## config.mk

```make
export PLATFORM = sky130hd
export DESIGN_NAME = fp_addsub_pipe
export DESIGN_NICKNAME = d
export VERILOG_FILES = /design/src/rtl/fp_addsub_pipe.sv
export SDC_FILE = /design/constraint.sdc
export NUM_CORES = 1
export LEC_CHECK = 0
export CAP_MARGIN = 15
export CORE_MARGIN = 10
export CORE_UTILIZATION = 30
export DETAILED_ROUTE_END_ITERATION = 8
export SYNTH_ARGS = -nofsm -noshare
export SYNTH_HDL_FRONTEND = slang
export SYNTH_SLANG_ARGS = --single-unit
```

## constraint.sdc

```tcl
create_clock -name clk -period 5.9 [get_ports clk]
set_input_delay 0.885 -clock clk [delete_from_list [all_inputs] [get_ports clk]]
set_output_delay 0.885 -clock clk [all_outputs]
set_load 0.02 [all_outputs]
```

## src/rtl/fp_addsub_pipe.sv

```systemverilog
// fp_addsub_pipe: 3-stage IEEE-754 adder/subtractor (align, add+LZC, normalize/round/pack)
// under a valid/ready handshake with flush and an in-order tag sideband.
module fp_addsub_pipe #(
    parameter int unsigned EXP_W = 8,
    parameter int unsigned MAN_W = 23,
    parameter int unsigned TAG_W = 5
) (
    input  logic                 clk,
    input  logic                 rst_n,
    input  logic                 flush,
    input  logic                 in_valid,
    output logic                 in_ready,
    input  logic [EXP_W+MAN_W:0] in_a,
    input  logic [EXP_W+MAN_W:0] in_b,
    input  logic                 in_sub,
    input  logic [2:0]           in_rm,
    input  logic [TAG_W-1:0]     in_tag,
    output logic                 out_valid,
    input  logic                 out_ready,
    output logic [EXP_W+MAN_W:0] out_res,
    output logic [4:0]           out_flags,
    output logic [TAG_W-1:0]     out_tag
);
    localparam int unsigned W   = 1 + EXP_W + MAN_W;
    localparam int unsigned SW  = MAN_W + 4;
    localparam int unsigned LZW = $clog2(SW + 1);

    localparam logic [2:0]       RM_RNE = 3'd0;
    localparam logic [2:0]       RM_RTZ = 3'd1;
    localparam logic [2:0]       RM_RDN = 3'd2;
    localparam logic [2:0]       RM_RUP = 3'd3;
    localparam logic [2:0]       RM_RMM = 3'd4;
    localparam logic [EXP_W-1:0] EXP_ONES = '1;
    localparam logic [W-1:0]     QNAN = {1'b0, EXP_ONES, 1'b1, {(MAN_W-1){1'b0}}};

    // Pipeline advances as a unit; only a valid, unaccepted result holds it.
    logic stall;
    logic out_valid_q;
    assign stall    = out_valid_q & ~out_ready;
    assign in_ready = ~stall & ~flush;

    // Operand decode
    logic             sa, sb, a_zx, b_zx, a_nan, b_nan, a_inf, b_inf, a_snan, b_snan, swap;
    logic [EXP_W-1:0] ea, eb, ea_eff, eb_eff;
    logic [MAN_W-1:0] fa, fb;
    logic [SW-1:0]    siga, sigb;

    assign sa     = in_a[W-1];
    assign ea     = in_a[W-2:MAN_W];
    assign fa     = in_a[MAN_W-1:0];
    assign sb     = in_b[W-1] ^ in_sub;
    assign eb     = in_b[W-2:MAN_W];
    assign fb     = in_b[MAN_W-1:0];
    assign a_zx   = ~|ea;
    assign b_zx   = ~|eb;
    assign a_nan  = (&ea) & (|fa);
    assign b_nan  = (&eb) & (|fb);
    assign a_inf  = (&ea) & ~(|fa);
    assign b_inf  = (&eb) & ~(|fb);
    assign a_snan = a_nan & ~fa[MAN_W-1];
    assign b_snan = b_nan & ~fb[MAN_W-1];
    assign ea_eff = a_zx ? EXP_W'(1) : ea;
    assign eb_eff = b_zx ? EXP_W'(1) : eb;
    assign siga   = {~a_zx, fa, 3'b000};
    assign sigb   = {~b_zx, fb, 3'b000};
    assign swap   = {eb, fb} > {ea, fa};

    // S1: swap, align with sticky, resolve special operands
    logic             v1_q, sgn1_q, sgn1_d, sub1_q, sub1_d, zs1_q, zs1_d;
    logic             spec1_q, spec1_d, nv1_q, nv1_d;
    logic [EXP_W-1:0] exp1_q, exp1_d, e_sml, e_diff;
    logic [SW-1:0]    siga1_q, siga1_d, sigb1_q, sigb1_d, sig_sml;
    logic [W-1:0]     specres1_q, specres1_d;
    logic [2:0]       rm1_q, rm1_d;
    logic [TAG_W-1:0] tag1_q;

    always_comb begin
        sgn1_d  = swap ? sb : sa;
        sub1_d  = sa ^ sb;
        exp1_d  = swap ? eb_eff : ea_eff;
        e_sml   = swap ? ea_eff : eb_eff;
        siga1_d = swap ? sigb : siga;
        sig_sml = swap ? siga : sigb;
        e_diff  = exp1_d - e_sml;
        sigb1_d = sig_sml >> e_diff;
        sigb1_d[0] = sigb1_d[0] | (|(sig_sml & ~({SW{1'b1}} << e_diff)));
        if (32'(e_diff) >= 32'(SW - 1))
            sigb1_d = {{(SW-1){1'b0}}, |sig_sml};
        rm1_d   = (in_rm > RM_RMM) ? RM_RNE : in_rm;
        zs1_d   = (sa == sb) ? sa : (rm1_d == RM_RDN);
        spec1_d = a_nan | b_nan | a_inf | b_inf;
        nv1_d   = a_snan | b_snan | (a_inf & b_inf & (sa ^ sb));
        if (a_nan | b_nan | (a_inf & b_inf & (sa ^ sb)))
            specres1_d = QNAN;
        else if (a_inf)
            specres1_d = {sa, EXP_ONES, {MAN_W{1'b0}}};
        else
            specres1_d = {sb, EXP_ONES, {MAN_W{1'b0}}};
    end

    // S2: significand add/subtract and leading-zero count
    logic             v2_q, sgn2_q, zs2_q, spec2_q, nv2_q;
    logic [EXP_W-1:0] exp2_q;
    logic [SW:0]      sum2_q, sum2_d;
    logic [LZW-1:0]   lzc2_q, lzc2_d;
    logic [W-1:0]     specres2_q;
    logic [2:0]       rm2_q;
    logic [TAG_W-1:0] tag2_q;

    always_comb begin
        if (sub1_q) sum2_d = {1'b0, siga1_q} - {1'b0, sigb1_q};
        else        sum2_d = {1'b0, siga1_q} + {1'b0, sigb1_q};
        lzc2_d = LZW'(SW);
        for (int i = 0; i < int'(SW); i++)
            if (sum2_d[i]) lzc2_d = LZW'(int'(SW) - 1 - i);
    end

    // S3: normalize, round, detect overflow/tininess, pack
    logic [SW-1:0]    nsig;
    logic [EXP_W:0]   nexp, fexp;
    logic [LZW-1:0]   sh;
    logic [MAN_W+1:0] mant_r;
    logic [MAN_W-1:0] frac;
    logic             nx, inc, inf_sel;
    logic [W-1:0]     res_q, res_d;
    logic [4:0]       flg_q, flg_d;
    logic [TAG_W-1:0] tag3_q;

    always_comb begin
        sh = '0;
        if (sum2_q[SW]) begin
            nsig = {sum2_q[SW:2], sum2_q[1] | sum2_q[0]};
            nexp = {1'b0, exp2_q} + (EXP_W+1)'(1);
        end else begin
            if (32'(lzc2_q) < 32'(exp2_q)) sh = lzc2_q;
            else                           sh = LZW'(exp2_q - EXP_W'(1));
            nsig = sum2_q[SW-1:0] << sh;
            nexp = {1'b0, exp2_q} - (EXP_W+1)'(sh);
        end
        nx = |nsig[2:0];
        case (rm2_q)
            RM_RTZ:  inc = 1'b0;
            RM_RDN:  inc = sgn2_q & nx;
            RM_RUP:  inc = ~sgn2_q & nx;
            RM_RMM:  inc = nsig[2];
            default: inc = nsig[2] & (nsig[1] | nsig[0] | nsig[3]);
        endcase
        mant_r = {1'b0, nsig[SW-1:3]} + (MAN_W+2)'(inc);
        // A subnormal that rounds up into the hidden bit becomes the smallest normal.
        if (mant_r[MAN_W+1])   fexp = nexp + (EXP_W+1)'(1);
        else if (mant_r[MAN_W]) fexp = nexp;
        else                    fexp = '0;
        frac    = mant_r[MAN_W+1] ? mant_r[MAN_W:1] : mant_r[MAN_W-1:0];
        inf_sel = (rm2_q == RM_RNE) | (rm2_q == RM_RMM) |
                  ((rm2_q == RM_RUP) & ~sgn2_q) | ((rm2_q == RM_RDN) & sgn2_q);
        if (spec2_q) begin
            res_d = specres2_q;
            flg_d = {nv2_q, 4'b0000};
        end else if (sum2_q == '0) begin
            res_d = {zs2_q, {(W-1){1'b0}}};
            flg_d = 5'b00000;
        end else if (fexp >= {1'b0, EXP_ONES}) begin
            res_d = inf_sel ? {sgn2_q, EXP_ONES, {MAN_W{1'b0}}}
                            : {sgn2_q, EXP_ONES - EXP_W'(1), {MAN_W{1'b1}}};
            flg_d = 5'b00101;
        end else begin
            res_d = {sgn2_q, fexp[EXP_W-1:0], frac};
            flg_d = {3'b000, ~nsig[SW-1] & nx, nx};
        end
    end

    always_ff @(posedge clk or negedge rst_n) begin
        if (!rst_n) begin
            v1_q <= 1'b0; sgn1_q <= 1'b0; sub1_q <= 1'b0; zs1_q <= 1'b0;
            spec1_q <= 1'b0; nv1_q <= 1'b0; exp1_q <= '0; siga1_q <= '0; sigb1_q <= '0;
            specres1_q <= '0; rm1_q <= '0; tag1_q <= '0;
            v2_q <= 1'b0; sgn2_q <= 1'b0; zs2_q <= 1'b0; spec2_q <= 1'b0; nv2_q <= 1'b0;
            exp2_q <= '0; sum2_q <= '0; lzc2_q <= '0; specres2_q <= '0; rm2_q <= '0;
            tag2_q <= '0;
            out_valid_q <= 1'b0; res_q <= '0; flg_q <= '0; tag3_q <= '0;
        end else if (!stall) begin
            v1_q <= in_valid & in_ready;
            sgn1_q <= sgn1_d; sub1_q <= sub1_d; zs1_q <= zs1_d; spec1_q <= spec1_d;
            nv1_q <= nv1_d; exp1_q <= exp1_d; siga1_q <= siga1_d; sigb1_q <= sigb1_d;
            specres1_q <= specres1_d; rm1_q <= rm1_d; tag1_q <= in_tag;
            v2_q <= v1_q & ~flush;
            sgn2_q <= sgn1_q; zs2_q <= zs1_q; spec2_q <= spec1_q; nv2_q <= nv1_q;
            exp2_q <= exp1_q; sum2_q <= sum2_d; lzc2_q <= lzc2_d;
            specres2_q <= specres1_q; rm2_q <= rm1_q; tag2_q <= tag1_q;
            out_valid_q <= v2_q & ~flush;
            res_q <= res_d; flg_q <= flg_d; tag3_q <= tag2_q;
        end else if (flush) begin
            v1_q <= 1'b0; v2_q <= 1'b0; out_valid_q <= 1'b0;
        end
    end

    assign out_valid = out_valid_q;
    assign out_res   = res_q;
    assign out_flags = flg_q;
    assign out_tag   = tag3_q;
endmodule

```

==> qor.yml, run 1 <==
path_common_cell: "o21a_1"
initial_utilization_pct: 30.2
core_area_mm2: 0.0563
placementRows: 87
numClockSinks: 175
diodes: 0
rr_worst_depth: 27
finalHoldViolCount: 0
setup_violations: 0
drt_iter0_markers: 1238
area_growth_pct: 32.4
placed_area_mm2: 0.0208
synth-edff-count: 0
antenna_found_initial: 0
stdcell_area_mm2: 0.0225
grt_pass1_wl_mm: 103
synth-xor-area-share_pct: 4.48
dp_cells: 3148
viasPerCell: 5.46
syn_area_per_cell_um2: 7.96
power_density_mw_per_mm2: 435
hold_class: "in2async"
synth_top_cell_by_area: "dfrtp_1"
drtPass1Iterations: 6
tns_ns: 0
avgRoutedWirePerCell_um: 20.4
leakagePower_nw: 9.81
most-common-layout-cells: "buf_4 (316), nand2_1 (313), nor2_1 (201)"
synth-simple-area-share_pct: 21.1
wirelength_mm: 66.1
die_area_mm2: 0.0666
drive_above_1_share_pct: 23.9
yosysTopAreaCellShare_pct: 25.8
tritoncts: "yes"
cts_root_buffer: "clkbuf_16"
ant_nets: 0
rr_endpoint: "out_res[15]$_DFFE_PN0N_"
synth_fa_ha_area_share_pct: 6.42
syn_inst: 2135
synth_top_family_by_area: "compound AO/OA/AOI/OAI gates"
layout_commonest_cell: "buf_4"
synthTopCellsByArea: "dfrtp_1 (26%), mux2i_1 (7.5%), nand2_1 (7.0%), ha_1 (6.2%), nor2_1 (4.6%)"
routabilityCongestion: 0.922
numCtsBuffers: 17
clkTransAtPathRegs_ns: 0.08
stdcell_count: 3236
tightest_slew_ns: 1.03
grt_max_degree: 178
syn_area_mm2: 0.0170
worst_setup_path_end_kind: "flip-flop"
nets: 2631
hold_slack_ns: 0.395
die_h_um: 258
cp_slowest_stage_delay_ns: 0.36
slew_headroom_pct: 31.5
synth_fp_nets: 2299
io_pins: 122
drv_cap: 0
cp_max_fo: 5
critPathArrivalTime_ns: 6.21
worstPathRequired_ns: 6.24
synthDistinctLibCells: 102
crit_slowest_cell: "fa_2"
cts-htree-levels: 4
fmax_mhz: 171
finClkSkew_ns: 0.0154
vias: 17700
yosys_warnings: 0
utilization_pct: 40.0
dp_hpwl_mm: 50.9
worstSetupStartpointType: "primary input"
r2r_start: "exp2_q[4]$_DFFE_PN0N_"
rsz0062_at_grt: "yes"
synth-compound-area-share_pct: 23.5
ys_async_sr_fraction_pct: 100
cts_buffer_depth: 2
grt_pass1_vias: 17800
synth-main-ff-cell: "dfrtp_1"
holdBufCountCts: 0
ir_worst_vdd_uv: 205
die_w_um: 258
synth-seq-area-share_pct: 25.8
drcViolationCount: 0
r2r_slack_ns: 0.30
grt_usage_pct: 19.2
synthMuxAreaShare_pct: 13.7
fin_crit_sh_pct: 99.4
io_buffers: 120
gr-total-overflow: 0
crit_type: "in2reg"
status: "complete, no violations"
insertion_delay_ns: 0.47
finalMaxSlewViolations: 0
min_period_ns: 5.86
synth-seq-cells: 175
[kinds of logic after synthesis]
kind of cell / Yosys count
other cells: 1
fa+ha+maj: 86
flops: 175
compound gates: 594
buf+inv: 214
simple gates: 785
mux: 194
xor+xnor: 86
[layout make-up]
class	count	area (um2)
inverter	79	304
multi-input combinational	1747	12500
sequential	175	4380
fill	5744	33800
clock buffer	17	425
timing repair buffer	447	3800
tap	756	946
clock inverter	15	193
[power by group]
part           internal, W  total, W  switching, W
clock network     0.000612   0.00118      0.000570
registers          0.00150   0.00198      0.000473
logic              0.00297   0.00662       0.00366
total              0.00508   0.00978       0.00470
[metal layers]
metal | part of all wire [%] | up-vias | global-route usage, %
met2 | 47 | 533 | 32.0
met4 | 3.1 | 0 | 7.02
met3 | 4.3 | 126 | 2.20
met5 | 0 | - | 0
li1 | - | 8424 | -
met1 | 45 | 8572 | 25.2
[through the flow]
| step | total power, W | worst slack (ns) |
|---|---|---|
| global route | 0.0105 | -0.172 |
| finish | 0.00978 | 0.0383 |
| floorplan | 0.00601 | -0.723 |
| CTS | 0.00963 | 0.00366 |
| global placement | 0.00828 | -1.21 |
| detailed placement | 0.00831 | -1.33 |
[worst max-delay path by stage]
stage                     cells after the start  slack (ns)                      to     start
after global routing                         26       -0.17  sigb1_q[0]$_DFFE_PN0N_  in_b[13]
after floorplan                              32       -0.72  sigb1_q[0]$_DFFE_PN0N_   in_b[1]
final                                        31        0.04  sigb1_q[0]$_DFFE_PN0N_   in_a[1]
after global placement                       29       -1.21  sigb1_q[0]$_DFFE_PN0N_   in_a[1]
after detailed placement                     31       -1.33  sigb1_q[0]$_DFFE_PN0N_   in_a[1]
after CTS                                    28       0.004  sigb1_q[0]$_DFFE_PN0N_  in_a[11]
[Yosys cell counts (11+ instances only)]
library cell	instances
dfrtp_1	175
and2_1	17
inv_1	76
o31ai_1	14
nor3_1	36
o21a_1	19
o211ai_1	18
or3_1	13
o22ai_1	11
o21ai_1	19
a211oi_1	37
nand2_1	316
nand3_1	53
nand2b_1	16
buf_2	24
mux4_2	26
ha_1	84
a22o_1	25
a21oi_1	135
nor4_1	20
a21o_1	22
o21ai_0	137
a31oi_1	33
nor2b_1	27
mux2i_1	127
buf_1	14
xnor2_1	64
clkbuf_1	91
xor2_1	21
nor2_1	210
nand4_1	22
mux2_2	34
a22oi_1	17
[flip-flops by register name, summed over array words and instances (netlist names), 3 cells and up]
name,count
exp1_q,8
exp2_q,8
lzc2_q,5
out_flags,4
out_res,32
out_tag,5
rm1_q,3
rm2_q,3
siga1_q,24
sigb1_q,27
specres1_q,3
specres2_q,3
sum2_q,28
tag1_q,5
tag2_q,5
[worst max-delay path, delay by kind of cell]
family	cells	cell delay, ns
and+or+nand+nor	5	0.73
adders and majority gates	3	0.73
buffers and inverters	5	0.56
muxes	1	0.34
AOI/OAI and AO/OA	17	2.94
[repair_timing]
item / 4_1_cts / 5_1_grt
resized for setup: 92 / 97
endpoints found under the setup margin: 27 / 61
gates cloned: 2 / 0
pin swaps: 42 / 46
buffers inserted: 48 / 7
Power figures use the tool's default switching activity.
==> run 2, diff against run 1 <==
--- a/config.mk
+++ b/config.mk
@@ -9,6 +9,7 @@
 export CORE_MARGIN = 10
 export CORE_UTILIZATION = 30
 export DETAILED_ROUTE_END_ITERATION = 8
+export DONT_BUFFER_PORTS = 1
 export SYNTH_ARGS = -nofsm -noshare
 export SYNTH_HDL_FRONTEND = slang
 export SYNTH_SLANG_ARGS = --single-unit
==> run 2 against run 1 <==
- count of clock-buffer cells in the layout rose by 1
- core utilization shrank 5.0 points
- wire length shrank 4.4%
- sequential cell count stayed put
- largest power group unchanged
==> qor.yml, run 2 (synthesized netlist as in run 1, its figures left out) <==
status: "complete, no violations"
antenna_found_initial: 0  # unchanged
holdBufCountCts: 0  # unchanged
numClockSinks: 175  # unchanged
cts_buffer_depth: 2  # unchanged
largest_reg_flops: 32  # unchanged
finalHoldViolCount: 0  # unchanged
die_area_mm2: 0.0666  # unchanged
post-place-ws_ns: -0.761  # +0.571 ns
total_power_w: 0.00919  # -6.0%
initial_utilization_pct: 30.2  # unchanged
clkTransAtPathRegs_ns: 0.08  # about the same
layout_commonest_cell: "nand2_1"
worstPathRequired_ns: 6.28  # +0.04 ns
hold_class: "in2async"
drtPass1Iterations: 5  # -1
grt_pass1_vias: 16400  # -8.0%
cp_max_fo: 8  # +3
fmax_mhz: 173  # +1.1%
die_w_um: 258  # unchanged
vias: 16500  # -6.3%
nets: 2361  # -10%
cp_slowest_stage_delay_ns: 0.38  # +0.02 ns
core_area_mm2: 0.0563  # unchanged
cts-htree-levels: 4  # unchanged
fillers: 5903  # +2.8%
area_growth_pct: 15.8
fin_ws_ns: 0.103  # +0.0650 ns
drt_iter0_markers: 1496  # +21%
tritoncts: "yes"
crit_type: "in2reg"
placementRows: 87  # unchanged
cp_num_buf_inv: 3  # -2
min_period_ns: 5.80  # -0.0650 ns
drcViolationCount: 0  # unchanged
ir_worst_vdd_uv: 241  # +18%
avgRoutedWirePerCell_um: 21.3  # +4.3%
numCtsBuffers: 17  # unchanged
routabilityCongestion: 0.952  # +3.2%
grt_max_degree: 176  # -1.1%
die_h_um: 258  # unchanged
grt_usage_pct: 18.6  # -0.61 points
dp_hpwl_mm: 49.4  # -2.9%
critPathArrivalTime_ns: 6.18  # -0.03 ns
finClkSkew_ns: 0.0148  # -0.000617 ns
gr-total-overflow: 0  # unchanged
setup_violations: 0  # unchanged
ant_nets: 0  # unchanged
most-common-layout-cells: "nand2_1 (315), nor2_1 (205), dfrtp_1 (174)"
wirelength_mm: 63.2  # -4.4%
power_density_mw_per_mm2: 467  # +7.5%
critPathTopFamily: "compound AO/OA/AOI/OAI gates"
drive_above_1_share_pct: 17.1  # -6.9 points
io_buffers: 0  # -100%
leakagePower_nw: 8.32  # -15%
cts_root_buffer: "clkbuf_16"
viasPerCell: 5.58  # +2.3%
insertion_delay_ns: 0.49  # +0.02 ns
fin_crit_sh_pct: 98.2  # -1.1 points
crit_slowest_cell: "a311o_1"
finalMaxSlewViolations: 0  # unchanged
worstSetupStartpointType: "primary input"
drv_cap: 0  # unchanged
tightest_slew_ns: 0.864  # -0.165 ns
io_pins: 122  # unchanged
path_common_cell: "o21a_1"
diodes: 0  # unchanged
slew_headroom_pct: 42.4  # +11 points
worst_setup_path_end_kind: "flip-flop"
grt_pass1_wl_mm: 98.3  # -4.4%
## run 2: final timing paths
check | from | to | slack [ns] | cells past startpoint
min | rst_n | out_res[7]$_DFFE_PN0N_ | 0.09 | 0
max in group asynchronous | rst_n | siga1_q[12]$_DFFE_PN0N_ | 5.42 | 0
min in group clk | flush | v1_q$_DFFE_PN0P_ | 0.46 | 1
max reg2reg | exp2_q[7]$_DFFE_PN0N_ | out_res[14]$_DFFE_PN0N_ | 0.38 | 24
min reg2reg | specres1_q[30]$_DFFE_PN0N_ | specres1_q[30]$_DFFE_PN0N_ | 0.47 | 1
max | in_a[1] | sigb1_q[12]$_DFFE_PN0N_ | 0.10 | 27
## run 2: power breakdown
group	switching [W]	internal (W)	leakage (nW)
clock network	0.000574	0.000572	0.286
registers	0.000682	0.00150	2.13
logic	0.00333	0.00253	5.91
total	0.00459	0.00460	8.32
## run 2: area by class of cell
type	count	area (um2)	area share, %
Sequential cell	175	4380	22.3
Tap cell	756	946	4.81
Inverter	79	302	1.53
Timing Repair Buffer	178	1410	7.19
Clock buffer	18	439	2.23
Clock inverter	14	144	0.732
Multi-Input combinational cell	1746	12000	61.2
## run 2: worst reg2reg max path, cell delays in order (launching register included)
cell and delay [ns]:
dfrtp_1 0.41, or3_1 0.53, or2_4 0.34, o21ai_4 0.19, mux2_2 0.40, nor2_1 0.17, nand2_1 0.10, o31ai_1 0.25
buf_4 0.17, nand2b_1 0.12, nor2_1 0.05, nor3_1 0.17, o21a_1 0.17, ha_1 0.19, ha_1 0.18, inv_1 0.08
a211oi_4 0.24, nand2_1 0.12, a211oi_1 0.33, and4_1 0.23, mux2_4 0.18, a2bb2oi_2 0.26, o21ai_4 0.09, buf_12 0.17
a221oi_2 0.29
## run 2: repair_timing
item | 4_1_cts | 5_1_grt
setup buffers | 15 | 4
resized for setup | 10 | 30
pin swaps | 11 | 24
setup endpoints to repair | 16 | 56
## run 2: metal layers
layer | wire length, um | vias to the layer above | GRT usage (%)
met4 | 1930 | 0 | 6.55
met5 | 0 | - | 0
li1 | - | 7872 | -
met1 | 28100 | 8066 | 23.9
met2 | 29700 | 520 | 30.8
met3 | 3480 | 89 | 3.35
## run 2: per-stage QoR
stage	TNS, ns	hold slack, ns	instance area (um2)	std cells	utilization (%)
after floorplan	-14.69	0.435	17100	2135	-
after CTS	0	0.0613	19500	2962	34.6
after global routing	-0.199	0.0609	19700	2966	35.0
after global placement	-11.26	0.449	18700	2915	33.3
after detailed placement	-14.74	0.452	18700	2915	33.3
final	0	0.0927	19700	2966	35.0
==> run 3, diff against run 2 <==
==> constraint.sdc (replaced) <==
create_clock -name clk -period 7.55 [get_ports clk]
set_input_delay 1.1325 -clock clk [delete_from_list [all_inputs] [get_ports clk]]
set_output_delay 1.1325 -clock clk [all_outputs]
set_load 0.02 [all_outputs]
==> run 3 against run 2 <==
- via count down 2.9%
- power shrank 26%
- sequential cell count did not move
- non-clock buffer count is 135 lower
- clock skew up 0.0033 ns
- combinational power down 29%
- critical path type is now reg2reg
==> qor.yml, run 3 (synthesized netlist as in run 1, its figures left out) <==
worstSetupStartpointType: "flip-flop"
cp_slowest_stage_delay_ns: 0.87  # +0.49 ns
cts_buffer_depth: 2  # unchanged
finalHoldViolCount: 0  # unchanged
stdcell_area_mm2: 0.0184  # -6.7%
total_power_w: 0.00676  # -26%
layout_commonest_cell: "nand2_1"
worstPathRequired_ns: 7.96  # +1.68 ns
slew_headroom_pct: 24.3  # -18 points
cp_max_fo: 15  # +7
fin_ws_ns: 0.571  # +0.468 ns
tns_ns: 0  # unchanged
ir_worst_vdd_uv: 203  # -16%
critPathArrivalTime_ns: 7.39  # +1.21 ns
path_cells: "inv_1 -> ha_1 -> nand2_1 -> or2_4 -> o21ai_4 -> mux2_2 -> nor2_1 -> nand2_1 -> o31ai_1 -> nand2b_1 -> nor2_1 -> nor3_1 -> o21a_1 -> ha_1 -> ha_1 -> inv_1 -> a211oi_2 -> nand2_1 -> a211oi_1 -> and4_1 -> mux2_4 -> o2bb2ai_4 -> a21oi_1 -> a22o_1"
numClockSinks: 175  # unchanged
drv_cap: 0  # unchanged
cts-htree-levels: 4  # unchanged
drcViolationCount: 0  # unchanged
drtPass1Iterations: 6  # +1
cts_setup_buffers: 0  # -15
r2r_slack_ns: 0.57  # +0.19 ns
gr-total-overflow: 0  # unchanged
ant_nets: 0  # unchanged
hold_class: "in2async"
crit_slowest_cell: "a21oi_1"
avgRoutedWirePerCell_um: 21.2  # -0.66%
area_growth_pct: 8.03
cts_root_buffer: "clkbuf_16"
leakagePower_nw: 7.61  # -8.6%
post_cts_resized: 0  # -10
io_buffers: 0  # unchanged
drive_above_1_share_pct: 9.93  # -7.1 points
antenna_found_initial: 0  # unchanged
rsz0062_at_grt: "no"
tightest_slew_ns: 1.13  # +0.271 ns
diodes: 0  # unchanged
min_period_ns: 6.98
fin_crit_sh_pct: 92.4
grt_pass1_wl_mm: 94.2  # -4.2%
placementRows: 87  # unchanged
io_pins: 122  # unchanged
die_h_um: 258  # unchanged
numCtsBuffers: 17  # unchanged
finalMaxSlewViolations: 0  # unchanged
worst_setup_path_end_kind: "flip-flop"
holdBufCountCts: 0  # unchanged
crit_type: "reg2reg"
grt_pass1_vias: 15800  # -3.8%
die_w_um: 258  # unchanged
placed_area_mm2: 0.0178  # -5.3%
finClkSkew_ns: 0.0181  # +0.00327 ns
most-common-layout-cells: "nand2_1 (316), nor2_1 (210), dfrtp_1 (175)"
status: "complete, no violations"
clkTransAtPathRegs_ns: 0.08  # about the same
die_area_mm2: 0.0666  # unchanged
drt_iter0_markers: 1614  # +7.9%
largest_reg_flops: 32  # unchanged
grt_max_degree: 178  # +1.1%
setup_violations: 0  # unchanged
routabilityCongestion: 0.938  # -1.4%
initial_utilization_pct: 30.2  # unchanged
tritoncts: "yes"
dp_hpwl_mm: 45.9  # -7.2%
wirelength_mm: 59.9  # -5.2%
power_density_mw_per_mm2: 368  # -21%
viasPerCell: 5.67  # +1.7%
post-place-ws_ns: 0.244  # +1.01 ns
insertion_delay_ns: 0.47  # -0.02 ns
core_area_mm2: 0.0563  # unchanged
nets: 2226  # -5.7%
grt_usage_pct: 17.6  # -0.97 points
fmax_mhz: 143
vias: 16100  # -2.9%
## run 3: power breakdown
group          internal (W)  switching (W)
Sequential          0.00117       0.000505
Combinational       0.00169        0.00249
Clock              0.000445       0.000461
## run 3: final cells by class
cell class	instances	area [um2]
fill	5989	37900
multi-input combinational	1746	11800
sequential	175	4380
tap	756	946
clock buffer	17	425
timing repair buffer	43	335
inverter	79	297
clock inverter	15	174
## run 3: routing by layer
layer / vias to the layer above / routed length (um) / GRT usage [%]
li1: 7601 / - / -
met1: 7840 / 27100 / 23.5
met2: 538 / 27600 / 28.5
met3: 86 / 3620 / 2.89
met4: 0 / 1560 / 5.78
met5: - / 0 / 0
## run 3: metrics by stage
stage,instances,util (%),hold WS [ns]
floorplan,2135,-,0.435
global placement,2799,31.6,0.449
global route,2831,32.6,0.327
CTS,2831,32.6,0.329
finish,2831,32.6,0.350
detailed placement,2799,31.6,0.452
## run 3: worst paths after layout
kind	to	depth (start not counted)	startpoint
worst max register to register	out_res[17]$_DFFE_PN0N_	24	exp2_q[3]$_DFFE_PN0N_
worst min register to register	specres2_q[30]$_DFFE_PN0N_	2	specres1_q[30]$_DFFE_PN0N_
worst min-delay path	out_res[7]$_DFFE_PN0N_	0	rst_n
worst max-delay path	out_res[17]$_DFFE_PN0N_	24	exp2_q[3]$_DFFE_PN0N_
max in group asynchronous	sigb1_q[8]$_DFFE_PN0N_	0	rst_n
min in group clk	specres2_q[30]$_DFFE_PN0N_	2	specres1_q[30]$_DFFE_PN0N_
## run 3: worst max-delay path, delay by kind of cell, from the launching register on
kind                     cells  cell delay (ns)
AO/OA/AOI/OAI                8             3.06
adder cells (fa/ha/maj)      3             0.69
buffers and inverters        2             0.30
flip-flops                   1             0.54
multiplexers                 2             0.80
AND/OR/NAND/NOR              9             1.54
